`config.mk`:
```
export PLATFORM = sky130hd
export DESIGN_NAME = wb_tlc_req_dec
export DESIGN_NICKNAME = d
export VERILOG_FILES = /design/src/rtl/wb_tlc_pkg.sv /design/src/rtl/wb_tlc_req_dec.sv
export SDC_FILE = /design/constraint.sdc
export NUM_CORES = 1
export LEC_CHECK = 0
export CAP_MARGIN = 10
export CELL_PAD_IN_SITES_DETAIL_PLACEMENT = 1
export CELL_PAD_IN_SITES_GLOBAL_PLACEMENT = 2
export CORE_MARGIN = 2
export CORE_UTILIZATION = 29
export CTS_BUF_LIST = sky130_fd_sc_hd__clkbuf_4
export DETAILED_ROUTE_END_ITERATION = 8
export PLACE_DENSITY = 0.93
export SYNTH_ARGS = -nofsm -noshare
export SYNTH_HDL_FRONTEND = slang
export SYNTH_SLANG_ARGS = --single-unit
```
`constraint.sdc`:
```
create_clock -name wb_clk -period 3.1 [get_ports wb_clk]
set_input_delay 0.93 -clock wb_clk [delete_from_list [all_inputs] [get_ports wb_clk]]
set_output_delay 0.93 -clock wb_clk [all_outputs]
set_load 0.01 [all_outputs]
```
`src/rtl/wb_tlc_pkg.sv`:
```
// Shared TLP request/completion definitions: fmt_type codes,
// header word indices and decoder state encoding.
package wb_tlc_pkg;

    typedef enum logic [1:0] {
        ST_IDLE = 2'd0,
        ST_HDR  = 2'd1,
        ST_DAT  = 2'd2,
        ST_DROP = 2'd3
    } state_e;

    localparam logic [7:0] FT_MRD32 = 8'h00;
    localparam logic [7:0] FT_MRD64 = 8'h20;
    localparam logic [7:0] FT_MWR32 = 8'h40;
    localparam logic [7:0] FT_MWR64 = 8'h60;

    localparam logic [2:0] HW_LEN      = 3'd1;
    localparam logic [2:0] HW_RID      = 3'd2;
    localparam logic [2:0] HW_TAG      = 3'd3;
    localparam logic [2:0] HW_LAST_3DW = 3'd5;
    localparam logic [2:0] HW_LAST_4DW = 3'd7;

    function automatic logic ft_supported(input logic [7:0] ft);
        return (ft == FT_MRD32) || (ft == FT_MRD64) ||
               (ft == FT_MWR32) || (ft == FT_MWR64);
    endfunction

endpackage

```
`src/rtl/wb_tlc_req_dec.sv`:
```
// Inbound memory request decoder: parses 16-bit TLP words into
// request fields and forwards memory-write payload.
module wb_tlc_req_dec
    import wb_tlc_pkg::*;
(
    input  logic        wb_clk,
    input  logic        rst,
    input  logic [15:0] din,
    input  logic        din_sop,
    input  logic        din_eop,
    input  logic        din_wen,
    output logic        read,
    output logic [23:0] tran_id,
    output logic [9:0]  tran_length,
    output logic [7:0]  tran_be,
    output logic [4:0]  tran_addr,
    output logic [2:0]  tran_tc,
    output logic [1:0]  tran_attr,
    output logic [31:0] addr,
    output logic [15:0] wr_dat,
    output logic        wr_valid,
    output logic        wr_start,
    output logic        wr_done,
    output logic        unsup,
    output logic        err
);

    state_e      state_q, state_d;
    logic [2:0]  idx_q, idx_d;
    logic [10:0] cnt_q, cnt_d;
    logic        is_wr_q, is_wr_d;
    logic        is_4dw_q, is_4dw_d;
    logic        over_q, over_d;
    logic [23:0] id_q, id_d;
    logic [9:0]  len_q, len_d;
    logic [7:0]  be_q, be_d;
    logic [2:0]  tc_q, tc_d;
    logic [1:0]  attr_q, attr_d;
    logic [31:0] addr_q, addr_d;
    logic [15:0] wr_dat_q, wr_dat_d;
    logic        wr_valid_q, wr_valid_d;
    logic        wr_start_q, wr_start_d;
    logic        wr_done_q, wr_done_d;
    logic        read_q, read_d;
    logic        unsup_q, unsup_d;
    logic        err_q, err_d;

    logic [2:0]  hdr_last;
    logic [10:0] cnt_last;

    assign hdr_last = is_4dw_q ? HW_LAST_4DW : HW_LAST_3DW;
    // 2*length-1 words; length 0 wraps to 2047 (1024 DW)
    assign cnt_last = {len_q - 10'd1, 1'b1};

    always_comb begin
        state_d    = state_q;
        idx_d      = idx_q;
        cnt_d      = cnt_q;
        is_wr_d    = is_wr_q;
        is_4dw_d   = is_4dw_q;
        over_d     = over_q;
        id_d       = id_q;
        len_d      = len_q;
        be_d       = be_q;
        tc_d       = tc_q;
        attr_d     = attr_q;
        addr_d     = addr_q;
        wr_dat_d   = wr_dat_q;
        wr_valid_d = 1'b0;
        wr_start_d = 1'b0;
        wr_done_d  = 1'b0;
        read_d     = 1'b0;
        unsup_d    = 1'b0;
        err_d      = 1'b0;
        if (din_wen) begin
            if (din_sop) begin
                err_d    = (state_q != ST_IDLE);
                over_d   = 1'b0;
                idx_d    = HW_LEN;
                is_wr_d  = din[14];
                is_4dw_d = din[13];
                id_d     = '0;
                len_d    = '0;
                be_d     = '0;
                tc_d     = '0;
                attr_d   = '0;
                addr_d   = '0;
                if (ft_supported(din[15:8])) begin
                    tc_d = din[6:4];
                    if (din_eop) begin
                        err_d   = 1'b1;
                        state_d = ST_IDLE;
                    end else begin
                        state_d = ST_HDR;
                    end
                end else begin
                    unsup_d = 1'b1;
                    state_d = din_eop ? ST_IDLE : ST_DROP;
                end
            end else begin
                unique case (state_q)
                    ST_IDLE: begin
                        if (din_eop && over_q) err_d = 1'b1;
                        if (din_eop) over_d = 1'b0;
                    end
                    ST_HDR: begin
                        idx_d = idx_q + 3'd1;
                        case (idx_q)
                            HW_LEN: begin
                                attr_d = din[13:12];
                                len_d  = din[9:0];
                            end
                            HW_RID: id_d[23:8] = din;
                            HW_TAG: begin
                                id_d[7:0] = din[15:8];
                                be_d      = {din[3:0], din[7:4]};
                            end
                            default: ;
                        endcase
                        if (idx_q == hdr_last - 3'd1) addr_d[31:16] = din;
                        if (idx_q == hdr_last) begin
                            addr_d[15:0] = {din[15:2], 2'b00};
                            cnt_d        = '0;
                            if (!is_wr_q) begin
                                read_d  = 1'b1;
                                state_d = ST_IDLE;
                            end else if (din_eop) begin
                                err_d   = 1'b1;
                                state_d = ST_IDLE;
                            end else begin
                                state_d = ST_DAT;
                            end
                        end else if (din_eop) begin
                            err_d   = 1'b1;
                            state_d = ST_IDLE;
                        end
                    end
                    ST_DAT: begin
                        wr_valid_d = 1'b1;
                        wr_dat_d   = din;
                        wr_start_d = (cnt_q == '0);
                        cnt_d      = cnt_q + 11'd1;
                        if (cnt_q == cnt_last) begin
                            wr_done_d = 1'b1;
                            over_d    = !din_eop;
                            state_d   = ST_IDLE;
                        end else if (din_eop) begin
                            err_d   = 1'b1;
                            state_d = ST_IDLE;
                        end
                    end
                    ST_DROP: begin
                        if (din_eop) state_d = ST_IDLE;
                    end
                endcase
            end
        end
    end

    always_ff @(posedge wb_clk) begin
        if (rst) begin
            state_q    <= ST_IDLE;
            idx_q      <= '0;
            cnt_q      <= '0;
            is_wr_q    <= 1'b0;
            is_4dw_q   <= 1'b0;
            over_q     <= 1'b0;
            id_q       <= '0;
            len_q      <= '0;
            be_q       <= '0;
            tc_q       <= '0;
            attr_q     <= '0;
            addr_q     <= '0;
            wr_dat_q   <= '0;
            wr_valid_q <= 1'b0;
            wr_start_q <= 1'b0;
            wr_done_q  <= 1'b0;
            read_q     <= 1'b0;
            unsup_q    <= 1'b0;
            err_q      <= 1'b0;
        end else begin
            state_q    <= state_d;
            idx_q      <= idx_d;
            cnt_q      <= cnt_d;
            is_wr_q    <= is_wr_d;
            is_4dw_q   <= is_4dw_d;
            over_q     <= over_d;
            id_q       <= id_d;
            len_q      <= len_d;
            be_q       <= be_d;
            tc_q       <= tc_d;
            attr_q     <= attr_d;
            addr_q     <= addr_d;
            wr_dat_q   <= wr_dat_d;
            wr_valid_q <= wr_valid_d;
            wr_start_q <= wr_start_d;
            wr_done_q  <= wr_done_d;
            read_q     <= read_d;
            unsup_q    <= unsup_d;
            err_q      <= err_d;
        end
    end

    assign read        = read_q;
    assign tran_id     = id_q;
    assign tran_length = len_q;
    assign tran_be     = be_q;
    assign tran_addr   = addr_q[6:2];
    assign tran_tc     = tc_q;
    assign tran_attr   = attr_q;
    assign addr        = addr_q;
    assign wr_dat      = wr_dat_q;
    assign wr_valid    = wr_valid_q;
    assign wr_start    = wr_start_q;
    assign wr_done     = wr_done_q;
    assign unsup       = unsup_q;
    assign err         = err_q;

endmodule
```
==> results of run 1 <==
-- placed cells by master, fill, tap and decap left out, drive strengths merged, types with 7 or more instances in the layout --
cell,instances
buf,17
inv,14
nand2,133
nand3,85
nor2,27
clkinv,7
nor3,13
clkdlybuf4s50,123
nor2b,18
clkbuf,17
dfxtp,118
xor2,16
ha,11
a21oi,105
-- synthesized netlist by cell type (2+ instances only) --
cell / n
a211oi_1: 3
a21oi_1: 105
a31o_2: 2
and2_1: 3
and3_1: 4
buf_4: 7
clkbuf_1: 45
dfxtp_1: 118
ha_1: 11
inv_1: 11
nand2_1: 133
nand2b_1: 3
nand3_1: 85
nand3b_1: 2
nand4_1: 5
nor2_1: 27
nor2b_1: 18
nor3_1: 12
nor4_1: 5
nor4b_1: 2
o21a_1: 2
o21ai_0: 3
o22ai_1: 2
o31a_1: 2
or2_2: 2
or3_1: 2
or4_1: 2
xnor2_1: 6
xor2_1: 16
-- routing by layer --
layer / track usage, % / vias to the layer above / wire (um)
met5: 0 / - / 0
met4: 5.22 / 0 / 189
met3: 6.22 / 12 / 1360
met2: 29.2 / 126 / 8210
met1: 25.5 / 2431 / 7910
li1: - / 2459 / -
-- report_power, final --
| part | total [mW] | leakage (nW) | internal, mW | switching (mW) |
|---|---|---|---|---|
| clock network | 1.04 | 0.132 | 0.399 | 0.646 |
| registers | 1.53 | 0.951 | 1.52 | 0.00759 |
| logic | 0.200 | 1.19 | 0.0678 | 0.132 |
-- worst paths after layout --
path / start / to / slack (ns) / cells after the start
worst min-delay path: tran_tc[2]$_SDFFE_PP0P_ / tran_tc[2]$_SDFFE_PP0P_ / 0.46 / 2
worst max-delay path: tran_length[0]$_SDFFE_PP0P_ / over_q$_SDFFE_PP0P_ / 0.35 / 8
worst min register to register: tran_tc[2]$_SDFFE_PP0P_ / tran_tc[2]$_SDFFE_PP0P_ / 0.46 / 2
worst max register to register: tran_length[0]$_SDFFE_PP0P_ / over_q$_SDFFE_PP0P_ / 0.35 / 8
-- cells by family after synthesis --
group	count (synthesis)	share of synthesized area (%)
mux	2	0.434
buf+inv	64	5.29
xor+xnor	22	3.72
other cells	1	0.0723
compound gates	130	14.2
simple gates	311	28.1
fa+ha+maj	11	2.66
flops	118	45.6
-- through the flow --
step           setup slack [ns]  total power, mW  cells
2_1_floorplan             0.479             1.67    660
3_3_place_gp              0.136             1.77    972
3_5_place_dp             0.0824             1.77    972
4_1_cts                   0.324             2.82   1004
5_1_grt                   0.168             2.90   1005
6_report                  0.347             2.78   1005
-- tightest hold or removal path, stage by stage (launching register included) --
cell and delay [ns]:
dfxtp_1 0.33, nand2_1 0.05, a21oi_1 0.05
-- layout make-up --
type | instances | share of cell area (%)
Antenna cell | 1 | 0.0363
Multi-Input combinational cell | 478 | 37.0
Inverter | 11 | 0.599
Sequential cell | 118 | 34.3
Tap cell | 225 | 4.08
Clock inverter | 15 | 1.90
Clock buffer | 17 | 1.85
Timing Repair Buffer | 140 | 20.2
-- registers in the layout, summed over array words and instances, names as in the netlist, 2 cells and up --
register and cells:
tran_be 8, addr 30, tran_length 10, wr_dat 16, cnt_q 11, idx_q 3
state_q 2, tran_tc 3, tran_attr 2, tran_id 24
==> results_dict.tcl, run 1 <==
set metrics [dict create \
    crit_fanout 9 \
    yosysSeqAreaShare_pct 45.6 \
    cpMaxStageDelayCell "dfxtp_1" \
    worstSetupPathType "reg2reg" \
    nets 798 \
    maxCapViolCount 0 \
    placementRows 48 \
    finalHoldViolCount 0 \
    cp_num_buf_inv 1 \
    final_cell_area_mm2 0.00690 \
    yosysTopAreaCell "dfxtp_1" \
    synth_warnings 0 \
    drv_slew 0 \
    die_area_mm2 0.0190 \
    timing.final.crit_share_pct 88.8 \
    cts_resized 0 \
    setup_violations 0 \
    fillCellCount 2109 \
    path_clk_slew_ns 0.11 \
    synthCells 659 \
    tightestPinTransition_ns 1.10 \
    hold_class "reg2reg" \
    fmax_ghz 0.363 \
    clk_path_buf_depth 2 \
    leakage_nw 2.27 \
    power_density_mw_per_mm2 403 \
    drive_gt1_share_pct 7.57 \
    cts-hold-fix-buffers 0 \
    ios 127 \
    relSlewSlack_pct 26.4 \
    grt_max_degree 44 \
    gp_routability_congestion 0.791 \
    die_x_um 138 \
    ant_nets 0 \
    cts_sinks 118 \
    synth.top_cell.area_share_pct 45.6 \
    core_mm2 0.0174 \
    critPathLaunchType "flip-flop" \
    netlist_area_mm2 0.00518 \
    yosys_register_bits 118 \
    die_y_um 138 \
    fin_setup_tns_ns 0 \
    cts_buffers 17 \
    yosys.cell_types.count 50 \
    synth_edf_count 0 \
    vias_per_cell 5.00 \
    htreeDepth 4 \
    grt_overflow 0 \
    synthArstFlopShare_pct 0 \
    seqCellArea_mm2 0.00236 \
    worstPathArrival_ns 3.19 \
    port_buffers 124 \
    final_util_pct 39.7 \
    area_growth_pct 33.0 \
    wl_per_cell_um 17.6 \
    drt-pass1-iter-count 4 \
    outcome "finished, final reports clean" \
    drtIter0Drc 360 \
    cts_tree "built" \
    skew_ns 0.0172 \
    path_cells "inv_1 -> ha_1 -> nand2b_1 -> a21boi_0 -> o32ai_1 -> or4_4 -> a2111oi_4 -> mux2_1" \
    insertion_delay_ns 0.55 \
    ir_drop_v 0.000199 \
    ys.flop_type "dfxtp_1" \
    rsz0062_at_grt "no" \
    track_usage_pct 19.0 \
    initial_core_util_pct 29.9 \
    multi_input_area_mm2 0.00255 \
    whs_ns 0.464 \
    slowest_delay_ns 0.55 \
    avgSynthCellArea_um2 7.87 \
    grt_pass1_vias 5001 \
    drc 0 \
    cp_top_family "simple AND/OR/NAND/NOR gates" \
    postCtsSetupBuffers 0 \
    cp-end-kind "flip-flop" \
    cts_root_buf "clkbuf_4" \
    via_count 5028 \
    finalCriticalPeriod_ns 2.75 \
    grt_first_pass_wirelength_um 27300 \
    synth_area_leaders "dfxtp_1, a21oi_1, nand2_1" \
    required_ns 3.53 \
    postPlaceCellArea_mm2 0.00664 \
    place_hpwl_um 12200 \
    totalWireLength_um 17700 \
    antenna_found_initial 1 \
]
Note: power is estimated with default switching activity, not from simulation.
==> run 2: changes to the inputs <==
Settings changed: RECOVER_POWER set to 100.
==> run 2 against run 1 <==
- critical path depth stayed put
- clock skew is 0.0013 ns lower
- via count is 0.12% higher
- clock-buffer cell count stayed put
- combinational power is 3% lower
- register-to-register slack worse by 0.08 ns
- worst hold slack worse by 0.0021 ns
- clock power hardly changed
- global-route usage stayed put
- flip-flop and latch count stayed put
- power is 0.31% lower
- design area is 0.62% lower
- critical path type unchanged
- highest routed layer unchanged
==> results_dict.tcl, run 2 (synthesis results as in run 1) <==
set metrics [dict create \
    final_util_pct 39.5 \
    skew_ns 0.0159 \
    ir_drop_v 0.000189 \
    insertion_delay_ns 0.54 \
    area_growth_pct 32.2 \
    placementRows 48 \
    cpMaxStageDelayCell "dfxtp_1" \
    path_clk_slew_ns 0.12 \
    crit_fanout 9 \
    power_mw 2.77 \
    ant_nets 0 \
    drt-pass1-iter-count 4 \
    wl_per_cell_um 17.5 \
    finalHoldViolCount 0 \
    cts_buffers 17 \
    die_area_mm2 0.0190 \
    drc 0 \
    r2r_slack_ns 0.27 \
    cts_tree "built" \
    timing.final.crit_share_pct 91.3 \
    cts_resized 0 \
    r2r_start "tran_length[0]$_SDFFE_PP0P_" \
    initial_core_util_pct 29.9 \
    die_y_um 138 \
    drv_slew 0 \
    finalCriticalPeriod_ns 2.83 \
    final_cell_area_mm2 0.00685 \
    fin_setup_tns_ns 0 \
    crit_start "tran_length[0]$_SDFFE_PP0P_" \
    tightestPinTransition_ns 1.08 \
    cp-end-kind "flip-flop" \
    pre_cts_slack_ns 0.0824 \
    die_x_um 138 \
    drtIter0Drc 348 \
    cts_root_buf "clkbuf_4" \
    place_inst 972 \
    setup_violations 0 \
    postPlaceCellArea_mm2 0.00664 \
    leakage_nw 2.62 \
    drive_gt1_share_pct 6.80 \
    r2r_cells 8 \
    top_usage_layer "met2" \
    maxCapViolCount 0 \
    nets 798 \
    worstPathArrival_ns 3.26 \
    place_hpwl_um 12200 \
    power_density_mw_per_mm2 404 \
    use_met1_pct 25.5 \
    critPathLaunchType "flip-flop" \
    largest_register_ffs 30 \
    path_cells "inv_1 -> ha_1 -> nand2b_1 -> a21boi_0 -> o32ai_1 -> or4_4 -> a2111oi_2 -> mux2_1" \
    required_ns 3.53 \
    crit_path_end "over_q$_SDFFE_PP0P_" \
    totalWireLength_um 17600 \
    gp_routability_congestion 0.791 \
    vias_per_cell 5.00 \
    cts-hold-fix-buffers 0 \
    mostFrequentLayoutCells "nand2_1, dfxtp_1, a21oi_1, dlygate4sd3_1, nand3_1" \
    final_common_cell "nand2_1" \
    grt_pass1_vias 5001 \
    use_met2_pct 29.2 \
    fin_ws_ns 0.269 \
    core_mm2 0.0174 \
    grt_max_degree 44 \
    via_count 5034 \
    grt_use_met3_pct 6.22 \
    htreeDepth 4 \
    track_usage_pct 19.0 \
    whs_ns 0.462 \
    ios 127 \
    timing.rr.end "over_q$_SDFFE_PP0P_" \
    postCtsSetupBuffers 0 \
    cts_sinks 118 \
    port_buffers 124 \
    outcome "finished, final reports clean" \
    final_cells 1006 \
    worstSetupPathType "reg2reg" \
    relSlewSlack_pct 27.7 \
    clk_path_buf_depth 2 \
    grt_overflow 0 \
    slowest_delay_ns 0.56 \
    fmax_ghz 0.353 \
    hold_class "reg2reg" \
    rsz0062_at_grt "no" \
    antenna_found_initial 1 \
    grt_first_pass_wirelength_um 27300 \
]
[run 2: cell count changes in the layout (fill, tap and decap cells not counted), moves of 2 or more]
cell,previous run,this run
and2_0,0,2
buf_4,14,9
clkdlybuf4s50_1,123,18
clkbuf_1,0,3
and2_1,3,1
dlygate4sd3_1,0,105
[run 2: worst min-delay path by stage]
stage,depth (start not counted),endpoint,start,slack (ns)
floorplan,1,read$_SDFF_PP0_,is_wr_q$_SDFFE_PP0P_,0.44
global placement,2,tran_tc[2]$_SDFFE_PP0P_,tran_tc[2]$_SDFFE_PP0P_,0.44
detailed placement,2,tran_tc[2]$_SDFFE_PP0P_,tran_tc[2]$_SDFFE_PP0P_,0.45
CTS,2,tran_tc[2]$_SDFFE_PP0P_,tran_tc[2]$_SDFFE_PP0P_,0.47
global route,2,wr_dat[15]$_SDFFE_PP0P_,wr_dat[15]$_SDFFE_PP0P_,0.48
finish,2,tran_tc[2]$_SDFFE_PP0P_,tran_tc[2]$_SDFFE_PP0P_,0.46
[run 2: worst max-delay path, delay by kind of cell, from the launching register on]
| family | cells | cell delay, ns |
|---|---|---|
| compound gates | 3 | 0.74 |
| fa+ha+maj | 1 | 0.29 |
| buf+inv | 1 | 0.08 |
| flops | 1 | 0.56 |
| mux | 1 | 0.35 |
| simple gates | 2 | 0.70 |
[run 2: routing by layer]
layer  part of all wire (%)  vias to the layer above
met5                      0                        -
met4                    1.2                        0
met3                    7.7                        9
met2                     46                      137
met1                     45                     2429
li1                       -                     2459
[run 2: layout make-up]
class | instances | area, um2
fill | 2117 | 10500
multi-input combinational | 478 | 2540
sequential | 118 | 2360
timing repair buffer | 140 | 1370
tap | 225 | 282
clock inverter | 15 | 131
clock buffer | 17 | 128
inverter | 11 | 41.3
antenna | 2 | 5.00
[run 2: power by group]
part	leakage [nW]	internal [mW]	switching, mW	total [mW]
combinational	1.54	0.0626	0.131	0.194
clock	0.132	0.399	0.644	1.04
sequential	0.951	1.52	0.00746	1.53
total	2.62	1.98	0.783	2.77
==> run 3: changes to the inputs <==
Settings changed: CELL_PAD_IN_SITES_GLOBAL_PLACEMENT 2 to 1, CORE_UTILIZATION 29 to 37, HOLD_SLACK_MARGIN set to 0.02.
==> run 3 against run 2 <==
- utilization is 9.7 points higher
- critical path depth stayed put
- via count is 3.3% higher
- die area is 21% lower
- worst hold slack hardly changed
- cell count is 4.9% lower
- first-iteration DRC count is 29% higher
- routed wire length is 0.88% lower
- sequential share of layout area is 0.41 points higher
- critical path type unchanged
- largest cell class unchanged
- largest power group unchanged
==> results_dict.tcl, run 3 (synthesis results as in run 1) <==
set metrics [dict create \
    wl_per_cell_um 18.2 \
    worstPathArrival_ns 3.27 \
    clk_path_buf_depth 2 \
    p_clk_share_pct 38.4 \
    crit_start "tran_length[1]$_SDFFE_PP0P_" \
    ir_drop_v 0.000163 \
    setup_violations 0 \
    ant_nets 0 \
    final_common_cell "nand2_1" \
    finalCriticalPeriod_ns 2.84 \
    antenna_found_initial 1 \
    power.share.switching_pct 25.8 \
    grt_pass1_vias 5156 \
    drc 0 \
    cts_root_buf "clkbuf_4" \
    fin_setup_tns_ns 0 \
    drt-pass1-iter-count 5 \
    cts_tree "built" \
    outcome "finished, final reports clean" \
    p_comb_share_pct 6.8 \
    seqPwrFrac_pct 54.9 \
    area_growth_pct 30.7 \
    grt_first_pass_wirelength_um 27400 \
    worstSetupPathType "reg2reg" \
    critPathLaunchType "flip-flop" \
    place_hpwl_um 12100 \
    port_buffers 124 \
    maxCapViolCount 0 \
    min-delay-start "tran_tc[1]$_SDFFE_PP0P_" \
    die_x_um 122 \
    postCtsSetupBuffers 0 \
    slowest_delay_ns 0.55 \
    core_mm2 0.0138 \
    path_clk_slew_ns 0.11 \
    via_count 5201 \
    tightestPinTransition_ns 1.20 \
    gp_routability_congestion 0.839 \
    vias_per_cell 5.43 \
    drive_gt1_share_pct 6.57 \
    r2r_start "tran_length[1]$_SDFFE_PP0P_" \
    mostFrequentLayoutCells "nand2_1, dfxtp_1, dlygate4sd3_1" \
    fmax_ghz 0.352 \
    cp-end-kind "flip-flop" \
    placementRows 43 \
    power_density_mw_per_mm2 412 \
    cts_sinks 118 \
    initial_core_util_pct 37.6 \
    drv_slew 0 \
    hold_class "reg2reg" \
    htreeDepth 4 \
    ios 127 \
    totalWireLength_um 17400 \
    skew_ns 0.0115 \
    path_cells "inv_1 -> ha_1 -> nand2b_1 -> a21boi_0 -> o32ai_1 -> or4_4 -> a2111oi_2 -> mux2_1" \
    crit_fanout 8 \
    nets 796 \
    leakage_nw 2.62 \
    required_ns 3.53 \
    final_util_pct 49.2 \
    insertion_delay_ns 0.55 \
    finalHoldViolCount 0 \
    fillCellCount 1714 \
    relSlewSlack_pct 19.9 \
    grt_max_degree 59 \
    drtIter0Drc 450 \
    track_usage_pct 23.9 \
    rsz0062_at_grt "no" \
    cts-hold-fix-buffers 0 \
    power.net_switching_mw 0.720 \
    cpMaxStageDelayCell "dfxtp_1" \
    die_area_mm2 0.0150 \
    grt_overflow 0 \
    die_y_um 122 \
    p_int_mw 2.07 \
    cts_buffers 17 \
    largest_register_ffs 30 \
    cts_resized 0 \
    timing.final.crit_share_pct 91.6 \
]
==> run 3: changes by cell type in the layout (fill, tap and decap cells not counted), moves of 2 or more <==
cell | before | now
clkbuf_4 | 18 | 20
clkinvlp_4 | 4 | 2
inv_6 | 3 | 0
clkinv_4 | 3 | 1
clkinv_1 | 1 | 3
==> run 3: power by group through the flow <==
stage / Combinational, mW / Clock (mW) / Sequential (mW)
floorplan: 0.101 / 0 / 1.57
global placement: 0.187 / 0 / 1.57
detailed placement: 0.190 / 0 / 1.57
CTS: 0.191 / 1.10 / 1.53
global route: 0.202 / 1.16 / 1.53
finish: 0.189 / 1.07 / 1.53
==> run 3: final timing paths <==
| kind | depth (start not counted) | slack, ns | endpoint |
|---|---|---|---|
| worst max register to register | 8 | 0.26 | over_q$_SDFFE_PP0P_ |
| worst min register to register | 2 | 0.46 | tran_tc[1]$_SDFFE_PP0P_ |
| worst max-delay path | 8 | 0.26 | over_q$_SDFFE_PP0P_ |
| worst min-delay path | 2 | 0.46 | tran_tc[1]$_SDFFE_PP0P_ |
==> run 3: critical path, delay by kind of cell (launching register included) <==
| family | cells | cell delay, ns |
|---|---|---|
| and+or+nand+nor | 2 | 0.71 |
| adders and majority gates | 1 | 0.27 |
| AOI/OAI and AO/OA | 3 | 0.76 |
| buffers and inverters | 1 | 0.08 |
| DFF | 1 | 0.55 |
| muxes | 1 | 0.37 |
==> run 3: layout make-up <==
class / instances / area, um2 / area share, %
diodes: 1 / 2.50 / 0.0369
clock buffers: 20 / 150 / 2.22
clock inverters: 11 / 110 / 1.63
inverters: 11 / 41.3 / 0.610
multi-input cells: 478 / 2540 / 37.5
flip-flops and latches: 118 / 2360 / 34.9
well taps: 180 / 225 / 3.33
repair buffers: 138 / 1340 / 19.8
==> run 3: metal layers <==
metal  up-vias  wire length, um  GRT usage [%]  part of all wire, %
li1       2450                -              -                    -
met1      2535             7470           30.2                   43
met2       180             8250           38.1                   47
met3        36             1210           6.55                  6.9
met4         0              500           10.3                  2.9
met5         -                0              0                    0
==> run 3: through the flow <==
step / area (um2) / std cells / setup slack (ns) / power, mW / hold slack (ns)
floorplan: 5190 / 660 / 0.479 / 1.67 / 0.444
global placement: 6540 / 925 / 0.182 / 1.75 / 0.439
detailed placement: 6540 / 925 / 0.0237 / 1.76 / 0.451
CTS: 6800 / 956 / 0.333 / 2.82 / 0.468
global route: 6770 / 957 / 0.112 / 2.90 / 0.481
finish: 6770 / 957 / 0.260 / 2.79 / 0.462
